### src/rtl/ctech_lib_handshake_pkg.sv
// rtl/ctech_lib_handshake_pkg.sv - shared types for the 4-phase req/ack handshake controllers
package ctech_lib_handshake_pkg;

  typedef enum logic [1:0] {
    HS_IDLE    = 2'b00,
    HS_REQ     = 2'b01,
    HS_WAIT_LO = 2'b10
  } hs_state_e;

  localparam int HS_SYNC_STAGES = 2;

endpackage

### src/rtl/ctech_lib_doublesync_set.sv
// rtl/ctech_lib_doublesync_set.sv - multi-stage synchroniser whose flops preset to 1
// Presetting makes a reset look like "ack still high", so the source waits for a clean low first.
module ctech_lib_doublesync_set
  import ctech_lib_handshake_pkg::*;
#(
  parameter int WIDTH = 1
) (
  input  logic             clk,
  input  logic             set,
  input  logic [WIDTH-1:0] d,
  output logic [WIDTH-1:0] o
);

  logic [HS_SYNC_STAGES-1:0][WIDTH-1:0] stage;

  always_ff @(posedge clk or posedge set) begin
    if (set) begin
      stage <= '1;
    end else begin
      stage <= {stage[HS_SYNC_STAGES-2:0], d};
    end
  end

  assign o = stage[HS_SYNC_STAGES-1];

endmodule

### src/rtl/ctech_lib_handshake_tx_ctrl.sv
// rtl/ctech_lib_handshake_tx_ctrl.sv - source side of a 4-phase req/ack CDC handshake
// Holds one word on data_o while req_o is sequenced against the synchronised acknowledge.
module ctech_lib_handshake_tx_ctrl
  import ctech_lib_handshake_pkg::*;
#(
  parameter int WIDTH          = 8,
  parameter int TIMEOUT_CYCLES = 1023
) (
  input  logic             clk,
  input  logic             rst,
  input  logic             in_valid,
  output logic             in_ready,
  input  logic [WIDTH-1:0] in_data,
  output logic             req_o,
  output logic [WIDTH-1:0] data_o,
  input  logic             ack_i,
  output logic             busy,
  output logic             timeout_err,
  input  logic             err_clr
);

  localparam int CNT_W = (TIMEOUT_CYCLES > 0) ? $clog2(TIMEOUT_CYCLES + 1) : 1;
  localparam bit TO_EN = (TIMEOUT_CYCLES > 0);
  localparam logic [CNT_W-1:0] CNT_MAX = CNT_W'(TIMEOUT_CYCLES);
  localparam logic [CNT_W-1:0] CNT_SET = CNT_W'(TIMEOUT_CYCLES - 1);

  hs_state_e        state;
  logic             ack_s;
  logic             accept;
  logic             state_adv;
  logic             set_err;
  logic [CNT_W-1:0] cnt;

  ctech_lib_doublesync_set #(
    .WIDTH(1)
  ) u_ack_sync (
    .clk (clk),
    .set (rst),
    .d   (ack_i),
    .o   (ack_s)
  );

  assign in_ready = (state == HS_IDLE) && !ack_s;
  assign busy     = (state != HS_IDLE);
  assign accept   = in_valid && in_ready;

  // The unused 2'b11 encoding is treated exactly like WAIT_LO.
  always_comb begin
    state_adv = 1'b0;
    case (state)
      HS_IDLE: state_adv = accept;
      HS_REQ:  state_adv = ack_s;
      default: state_adv = !ack_s;
    endcase
  end

  always_ff @(posedge clk or posedge rst) begin
    if (rst) begin
      state  <= HS_WAIT_LO;
      req_o  <= 1'b0;
      data_o <= '0;
    end else begin
      case (state)
        HS_IDLE: begin
          if (accept) begin
            state  <= HS_REQ;
            req_o  <= 1'b1;
            data_o <= in_data;
          end
        end
        HS_REQ: begin
          if (ack_s) begin
            state <= HS_WAIT_LO;
            req_o <= 1'b0;
          end
        end
        default: begin
          if (!ack_s) begin
            state <= HS_IDLE;
          end
        end
      endcase
    end
  end

  // Stall watchdog: fires once when a single waiting phase reaches TIMEOUT_CYCLES.
  assign set_err = TO_EN && busy && !state_adv && (cnt == CNT_SET);

  always_ff @(posedge clk or posedge rst) begin
    if (rst) begin
      cnt         <= '0;
      timeout_err <= 1'b0;
    end else if (!TO_EN) begin
      cnt         <= '0;
      timeout_err <= 1'b0;
    end else begin
      if (!busy || state_adv) begin
        cnt <= '0;
      end else if (cnt != CNT_MAX) begin
        cnt <= cnt + CNT_W'(1);
      end
      if (set_err) begin
        timeout_err <= 1'b1;
      end else if (err_clr) begin
        timeout_err <= 1'b0;
      end
    end
  end

endmodule

### config.mk
export PLATFORM = sky130hd
export DESIGN_NAME = ctech_lib_handshake_tx_ctrl
export DESIGN_NICKNAME = d
export VERILOG_FILES = /design/src/rtl/ctech_lib_handshake_pkg.sv /design/src/rtl/ctech_lib_doublesync_set.sv /design/src/rtl/ctech_lib_handshake_tx_ctrl.sv
export SDC_FILE = /design/constraint.sdc
export NUM_CORES = 1
export LEC_CHECK = 0
export ABC_AREA = 1
export BUFFER_PORTS_ARGS = -buffer_cell sky130_fd_sc_hd__buf_2
export CAP_MARGIN = 20
export CORE_MARGIN = 2
export CORE_UTILIZATION = 35
export CTS_CLUSTER_DIAMETER = 200
export DETAILED_ROUTE_END_ITERATION = 12
export PLACE_DENSITY_LB_ADDON = 0.05
export SYNTH_ARGS = -nofsm -noshare
export SYNTH_HDL_FRONTEND = slang
export SYNTH_SLANG_ARGS = --single-unit
### constraint.sdc
create_clock -name clk -period 1.3 [get_ports clk]
set_input_delay 0 -clock clk [delete_from_list [all_inputs] [get_ports clk]]
set_output_delay 0 -clock clk [all_outputs]
set_load 0.005 [all_outputs]
* After elaboration in Yosys (flattened, before gate mapping)
Cells that the tools add are included.
Widths: inputs -> output; s select.
** Word-level totals
- Register bits :: 24
- Logic and storage cells :: 42
- Input bits :: 13
** Operators by class
- Mux-type cells :: 12
- Reductions and logical operators :: 16
- Add/sub/neg operators :: 1
- Eq/ne operators :: 6
** Operators with widths (number)
- $mux 10 :: 2
- $add 10x1->10 const B :: 1
- $eq 10x10->1 const B :: 1
- $ne 10x10->1 const B :: 1
- $reduce_bool 2->1 :: 4
- $mux 2 :: 3
- $reduce_and 3->1 :: 2
- $logic_and 1x1->1 :: 4
- $mux 1 :: 4
- $pmux 1 s2 :: 2
- $pmux 2 s2 :: 1
- $logic_not 1->1 :: 3
- $ne 3x3->1 const B :: 1
- $eq 2x1->1 const B :: 1
- $logic_not 2->1 :: 1
- $ne 2x1->1 const B :: 1
- $ne 2x2->1 const B :: 1
- $reduce_and 2->1 :: 1
- $logic_or 1x1->1 :: 1

* Logic depth before layout (Yosys ltp)
Gate-level depths: netlist (run 1).
- Depth after elaboration :: 8
- Mapped depth :: 7
- Gate-level depth less buffers :: 7

* By module
From an unflattened synthesis (run 1), not the netlist that was laid out.
** Unflattened totals
- Cells, all modules :: 139
- Area total of the unflattened synthesis :: 1203.7 um^2
** Modules (own cells, without submodules)
- ctech_lib_handshake_tx_ctrl :: instances 1, seq. area each 551.8 um^2, area an instance 1147.4 um^2, cells each 136
- ctech_lib_doublesync_set :: instances 1, seq. area each 52.6 um^2, area an instance 56.3 um^2, cells each 3

* Worst setup path before layout (run 1)
No wires, ideal clock.
- Kind :: reg2reg
- From :: register cnt[0]
- To :: register cnt[4]
- Path slack :: 0.032 ns
- Path buffers :: 0
- Data arrival time :: 1.151 ns
- Clock period less this slack :: 1.268 ns
- Required time :: 1.182 ns
- Stages on the path, launching flop included :: 7
- Cell sequence :: dfrtp_1 -> ha_1 -> inv_1 -> nor2_4 -> or2_2 -> nand3_1 -> nand2_1
** Between the ends
- Longest elaborated chain between the ends :: 3
- Elaborated cells on any way between the ends :: 5
- Classes of those cells :: 1 x add/sub; 1 x eq/ne; 2 x mux; 1 x reduce/logical
** RTL lines
- start, declared :: line ctech_lib_handshake_tx_ctrl.sv:32 : logic [CNT_W-1:0] cnt;
- start signal, assigned :: line ctech_lib_handshake_tx_ctrl.sv:100 : cnt <= cnt + CNT_W'(1);
- $add 10x1->10 :: line ctech_lib_handshake_tx_ctrl.sv:100
- $mux 10 :: line ctech_lib_handshake_tx_ctrl.sv:99 : end else if (cnt != CNT_MAX) begin
- $mux 10 :: line ctech_lib_handshake_tx_ctrl.sv:97 : if (!busy || state_adv) begin
Parallel ways exist; a longest one is shown, timed or not. The select of a mux whose other input is x is not followed.
A chain may end at the register's enable or synchronous reset.

* Worst setup path in the final report (run 1)
- From :: register state[1]
- To :: output in_ready
** Between the ends
- Longest elaborated chain between the ends :: 2
** RTL lines
- start, declared :: line ctech_lib_handshake_tx_ctrl.sv:27 : hs_state_e state;
- start signal, assigned :: line ctech_lib_handshake_tx_ctrl.sv:59 : state <= HS_WAIT_LO;
- start signal, assigned :: line ctech_lib_handshake_tx_ctrl.sv:66 : state <= HS_REQ;
- start signal, assigned :: line ctech_lib_handshake_tx_ctrl.sv:73 : state <= HS_WAIT_LO;
- $logic_not 2->1 :: line ctech_lib_handshake_tx_ctrl.sv:43 : assign in_ready = (state == HS_IDLE) && !ack_s;
- $logic_and 1x1->1 :: line ctech_lib_handshake_tx_ctrl.sv:43
- end, declared :: line ctech_lib_handshake_tx_ctrl.sv:12 : output logic in_ready,
No other way between the ends.

==> qor.yml, run 1 <==
outcome:
  status: "finished clean"
worst_setup_path:
  crit_type: "reg2out"
  startpoint: "state[1]"
  cpMaxStageDelayCell: "dfstp_2"
  worstPathMaxFanout: 3
  crit_path_start_kind: "flip-flop"
  crit_path_end_kind: "output port"
  crit_required_ns: 1.30
  max_stage_delay_ns: 0.60
  cp.arrival_ns: 1.27
  timing.rr.start: "state[1]"
  path_cells: "nor2_4 -> inv_2 -> nor2_4 -> buf_6 -> buf_6"
power_and_ir_drop:
  seq_power_share_pct: 49.0
  sw_frac_of_total_pct: 25.7
  combPwrFrac_pct: 19.9
  clkPwrFrac_pct: 31.0
  peakVddDrop_mv: 0.651
  power_density_mw_per_mm2: 1090
  power_leakage_nw: 0.835
  p_switching_uw: 459
  p_int_mw: 1.33
logic_synthesis:
  yosys-top-cells-count: "nand2_1 (45), dfrtp_1 (21), nand3_1 (16), inv_1 (12), nor2_1 (6)"
  syn_avg_cell_area_um2: 8.61
  synth_cell_types: 25
  ys_ff_latch: 24
  synth.top_cell.area_share_pct: 44.5
  syn_inst: 137
  synth_flop_cell: "dfrtp_1"
  synth_edf_count: 0
  yosys_warnings: 0
  synth_nets: 152
  synthTopCellsByArea: "dfrtp_1 (45%), nand2_1 (14%), nand3_1 (6.8%)"
  yosysMostFrequentCell: "nand2_1"
  ys_seq_area_share_pct: 51.2
  syn_area_mm2: 0.00118
  async_flop_share_pct: 100
  yosysTopAreaCell: "dfrtp_1"
global_route:
  grt_pass1_vias: 977
  overflow: 0
  track_usage_pct: 15.0
  antenna_found_initial: 0
  grt_max_degree: 25
  grt_pass1_wl_mm: 4.20
final_layout:
  antenna_cells: 0
  fin_nets: 202
  drive_gt1_share_pct: 32.3
  area_growth_pct: 38.3
  final_cells: 232
sta:
  final-setup-viol-count: 0
  grt_setup_unrepaired: "yes"
  fin_skew_ns: 0.0145
  min_period_ns: 1.27
  hold_viol: 0
  slew_viol_final: 0
  setup_tns_ns: 0
  tightest_slew_ns: 0.314
  finalCritPeriodShare_pct: 97.7
  slew_headroom_pct: 79.1
  clock.fmax_mhz: 787
clock_network:
  cts_buffers: 3
  cts_tree: "built"
  cts_root_buffer: "clkbuf_4"
  cts.reportedPaths.clkPinSlew_ns: 0.15
  htreeDepth: 1
  cts.sinks: 24
  clk_latency_ns: 0.32
  cts_max_path_buffers: 2
die:
  design.die.area_mm2: 0.00385
  start_util_pct: 35.9
  die_height_um: 62.1
  coreArea_mm2: 0.00328
  rows: 21
  fp.dieW_um: 62.1
  pin_count: 25
placement:
  dp_hpwl_mm: 1.76
  gp_routability_congestion: 0.803
  io_buffers: 24
  place_inst: 212
job:
  timing.max_cap.violations: 0
routing:
  ant_nets: 0
  vias: 1018
  drt-initial-drc-count: 27
  first_pass_iters: 4
  wl_mm: 2.52
  wl_per_cell_um: 10.9
  viasPerCell: 4.39
  route.detailed.drc: 0
worst_hold_path:
  hold_class: "in2async"
-- logic make-up (layout without fill, tap and decap cells) --
kind of cell,after synthesis,after routing,synth area share (%)
fa+ha+maj,2,2,2.12
buf+inv,17,66,5.41
xor+xnor,1,1,0.742
simple gates,87,87,37.5
flops,24,24,51.2
compound gates,6,6,2.97
-- layout by cell type, fill, tap and decap left out, types with 2 or more instances in the layout --
cell type / n
nand2_1: 45
buf_2: 23
dfrtp_1: 21
nand3_1: 16
dlygate4sd3_1: 12
inv_1: 11
buf_4: 8
nor2_1: 6
nor2_4: 5
inv_2: 4
nand2_2: 3
o21ai_0: 3
clkbuf_4: 3
dfstp_2: 3
nand2_4: 2
nand3b_1: 2
or2_2: 2
nand4_1: 2
ha_1: 2
buf_6: 2
-- area by class of cell --
type | count | area, um^2
Inverter | 16 | 62.6
Timing Repair Buffer | 46 | 338
Clock inverter | 1 | 30.0
Multi-Input combinational cell | 96 | 517
Tap cell | 46 | 57.6
Fill cell | 325 | 1650
Clock buffer | 3 | 22.5
Sequential cell | 24 | 604
-- through the flow --
step / utilization [%] / cell area, um^2 / power, mW / hold slack, ns / worst slack (ns)
after floorplan: - / 1180 / 1.03 / 0.00448 / 0.0317
after global placement: 43.0 / 1410 / 1.18 / 0.0664 / 0.0573
after detailed placement: 43.0 / 1410 / 1.19 / 0.0730 / 0.0425
after CTS: 49.3 / 1620 / 1.81 / 0.237 / 0.00682
after global routing: 49.7 / 1630 / 1.90 / 0.280 / -0.0223
final: 49.7 / 1630 / 1.79 / 0.235 / 0.0297
-- power groups by stage --
stage / Sequential [mW] / Clock, mW / Combinational, mW
finish: 0.876 / 0.554 / 0.356
detailed placement: 0.889 / 0 / 0.300
global route: 0.889 / 0.602 / 0.406
CTS: 0.874 / 0.579 / 0.353
floorplan: 0.895 / 0 / 0.135
global placement: 0.888 / 0 / 0.291
-- per-layer routing --
metal	share of wire (%)	wire length (um)	track usage [%]
met3	3.3	83	2.48
met1	44	1110	18.3
met2	52	1300	25.9
met4	0.91	23	6.38
met5	0	0	0
-- final timing paths --
kind                                  endpoint  slack [ns]  cells past startpoint
max                                   in_ready        0.03                      5
min                                  data_o[6]        0.23                      4
max reg2reg                             cnt[9]        0.04                      8
min reg2reg                       u_ack_sync.o        0.37                      0
max in group asynchronous             state[1]        0.76                      4
min in group clk           u_ack_sync.stage[0]        0.32                      2
-- timing repair --
action / CTS / global route
hold buffers: 12 / 0
pin swaps: 2 / 3
setup endpoints to repair: 1 / 8
endpoints found under the hold margin: 34 / 0
buffers inserted: 4 / 0
gates resized for setup: 1 / 4
-- state kept, by name (all words and copies together), names as in the netlist --
name,flops
req_o,1
u_ack_sync.stage,1
cnt,10
state,2
timeout_err,1
data_o,8
u_ack_sync.o,1
-- worst max-delay path, delay by kind of cell, from the launching register on --
kind,cells,cell delay [ns]
buffers and inverters,3,0.28
and+or+nand+nor,2,0.08
DFF,1,0.60
(Power assumes the default switching activity.)
==> run 2: changes to the inputs <==
- MAX_ROUTING_LAYER: not set -> met4
==> qor.yml, run 2 (synthesized netlist as in run 1, its figures left out) <==
routing:
  viasPerCell: 4.39  # unchanged
  ant_nets: 0  # unchanged
  wl_mm: 2.52  # about the same
  vias: 1018  # unchanged
  drt-initial-drc-count: 28  # was 27
  wl_per_cell_um: 10.9  # about the same
  first_pass_iters: 4  # unchanged
  route.detailed.drc: 0  # unchanged
placement:
  io_buffers: 24  # unchanged
  place_inst: 212  # unchanged
  dp_hpwl_mm: 1.76  # unchanged
  dpl_cell_area_mm2: 0.00141  # unchanged
  dpl_worst_slack_ns: 0.0425  # unchanged
  gp_routability_congestion: 0.815  # was 0.803
sta:
  slew_viol_final: 0  # unchanged
  final-setup-viol-count: 0  # unchanged
  clock.fmax_mhz: 787  # about the same
  tightest_slew_ns: 0.314  # about the same
  grt_setup_unrepaired: "yes"  # unchanged
  finalCritPeriodShare_pct: 97.7  # about the same
  hold_viol: 0  # unchanged
  min_period_ns: 1.27  # about the same
  slew_headroom_pct: 79.1  # about the same
  setup_tns_ns: 0  # unchanged
  fin_skew_ns: 0.0148  # was 0.0145 ns
  fin_ws_ns: 0.0298  # was 0.0297 ns
  holdWs_ns: 0.234  # was 0.235 ns
clock_network:
  cts_buffers: 3  # unchanged
  cts.reportedPaths.clkPinSlew_ns: 0.15  # about the same
  cts.sinks: 24  # unchanged
  cts_tree: "built"  # unchanged
  htreeDepth: 1  # unchanged
  cts_max_path_buffers: 2  # unchanged
  clk_latency_ns: 0.32  # about the same
  cts_root_buffer: "clkbuf_4"  # unchanged
final_layout:
  drive_gt1_share_pct: 32.3  # unchanged
  final_common_cell: "nand2_1"  # unchanged
  area_growth_pct: 38.3  # unchanged
  final_util_pct: 49.7  # unchanged
  fin_nets: 202  # unchanged
  final_cells: 232  # unchanged
  finalInstanceArea_mm2: 0.00163  # unchanged
  largest_register_ffs: 10  # unchanged
  fill_cells: 325  # unchanged
  layout_common_cells: "nand2_1 (45), buf_2 (23), dfrtp_1 (21)"  # unchanged
  reg_top3: "cnt (10), data_o (8), state (2)"  # unchanged
  largest-register: "cnt"  # unchanged
  seq_area_um2: 604  # unchanged
  antenna_cells: 0  # unchanged
  multiInputGateArea_um2: 517  # unchanged
worst_setup_path:
  r2r_slack_ns: 0.04  # about the same
  timing.rr.start: "state[1]"  # unchanged
  cp.arrival_ns: 1.27  # about the same
  crit_path_start_kind: "flip-flop"  # unchanged
  worstPathMaxFanout: 3  # unchanged
  r2r_cells: 8  # unchanged
  reg2reg_to: "cnt[9]"  # unchanged
  crit_required_ns: 1.30  # about the same
  crit_type: "reg2out"  # unchanged
  crit_path_end_kind: "output port"  # unchanged
die:
  design.die.area_mm2: 0.00385  # unchanged
  fp.dieW_um: 62.1  # unchanged
  die_height_um: 62.1  # unchanged
  start_util_pct: 35.9  # unchanged
  coreArea_mm2: 0.00328  # unchanged
  pin_count: 25  # unchanged
  rows: 21  # unchanged
power_and_ir_drop:
  p_total_mw: 1.79  # about the same
  power_density_mw_per_mm2: 1090  # about the same
  peakVddDrop_mv: 0.652  # was 0.651 mV
  power_leakage_nw: 0.835  # unchanged
outcome:
  status: "finished clean"  # unchanged
global_route:
  grt_pass1_vias: 977  # unchanged
  track_usage_pct: 15.4  # was 15.0%
  grt_max_degree: 25  # unchanged
  antenna_found_initial: 0  # unchanged
  grt_pass1_wl_mm: 4.20  # unchanged
  overflow: 0  # unchanged
job:
  timing.max_cap.violations: 0  # unchanged
worst_hold_path:
  hold_class: "in2async"  # unchanged
-- run 2: cell counts in the layout (fill, tap and decap cells not counted) --
No cell type changed its count.
-- run 2: routing by layer --
metal,vias up,wire [um],GRT usage [%]
met5,-,0,-
met4,0,23,6.38
met3,2,75,1.86
met2,19,1300,25.9
met1,468,1120,18.7
li1,529,-,-
-- run 2: area by class of cell --
type                       count  share of cell area [%]
inverter                      16                    3.83
clock inverter                 1                    1.84
clock buffer                   3                    1.38
tap                           46                    3.53
multi-input combinational     96                    31.7
sequential                    24                    37.0
timing repair buffer          46                    20.7
-- run 2: worst max path at each step --
stage,from,end,slack (ns)
after CTS,state[1],in_ready,0.007
after global placement,cnt[0],cnt[4],0.06
after detailed placement,cnt[0],cnt[4],0.04
after global routing,state[1],cnt[0],-0.02
after floorplan,cnt[0],cnt[4],0.03
final,state[1],in_ready,0.03
-- run 2: power breakdown --
part / leakage [nW] / internal (mW) / switching, mW
sequential: 0.308 / 0.830 / 0.0456
clock: 0.0279 / 0.312 / 0.243
combinational: 0.499 / 0.185 / 0.172
total: 0.835 / 1.33 / 0.460
-- run 2: critical path, stage by stage, from the launching register on --
cell	delay [ns]
dfstp_2	0.60
nor2_4	0.04
inv_2	0.07
nor2_4	0.04
buf_6	0.11
buf_6	0.10
-- run 2: timing repair --
item,in CTS,in global routing
pin swaps,2,3
hold buffers,12,0
setup endpoints to repair,1,8
hold endpoints to repair,34,0
setup buffers,4,0
resized for setup,1,4
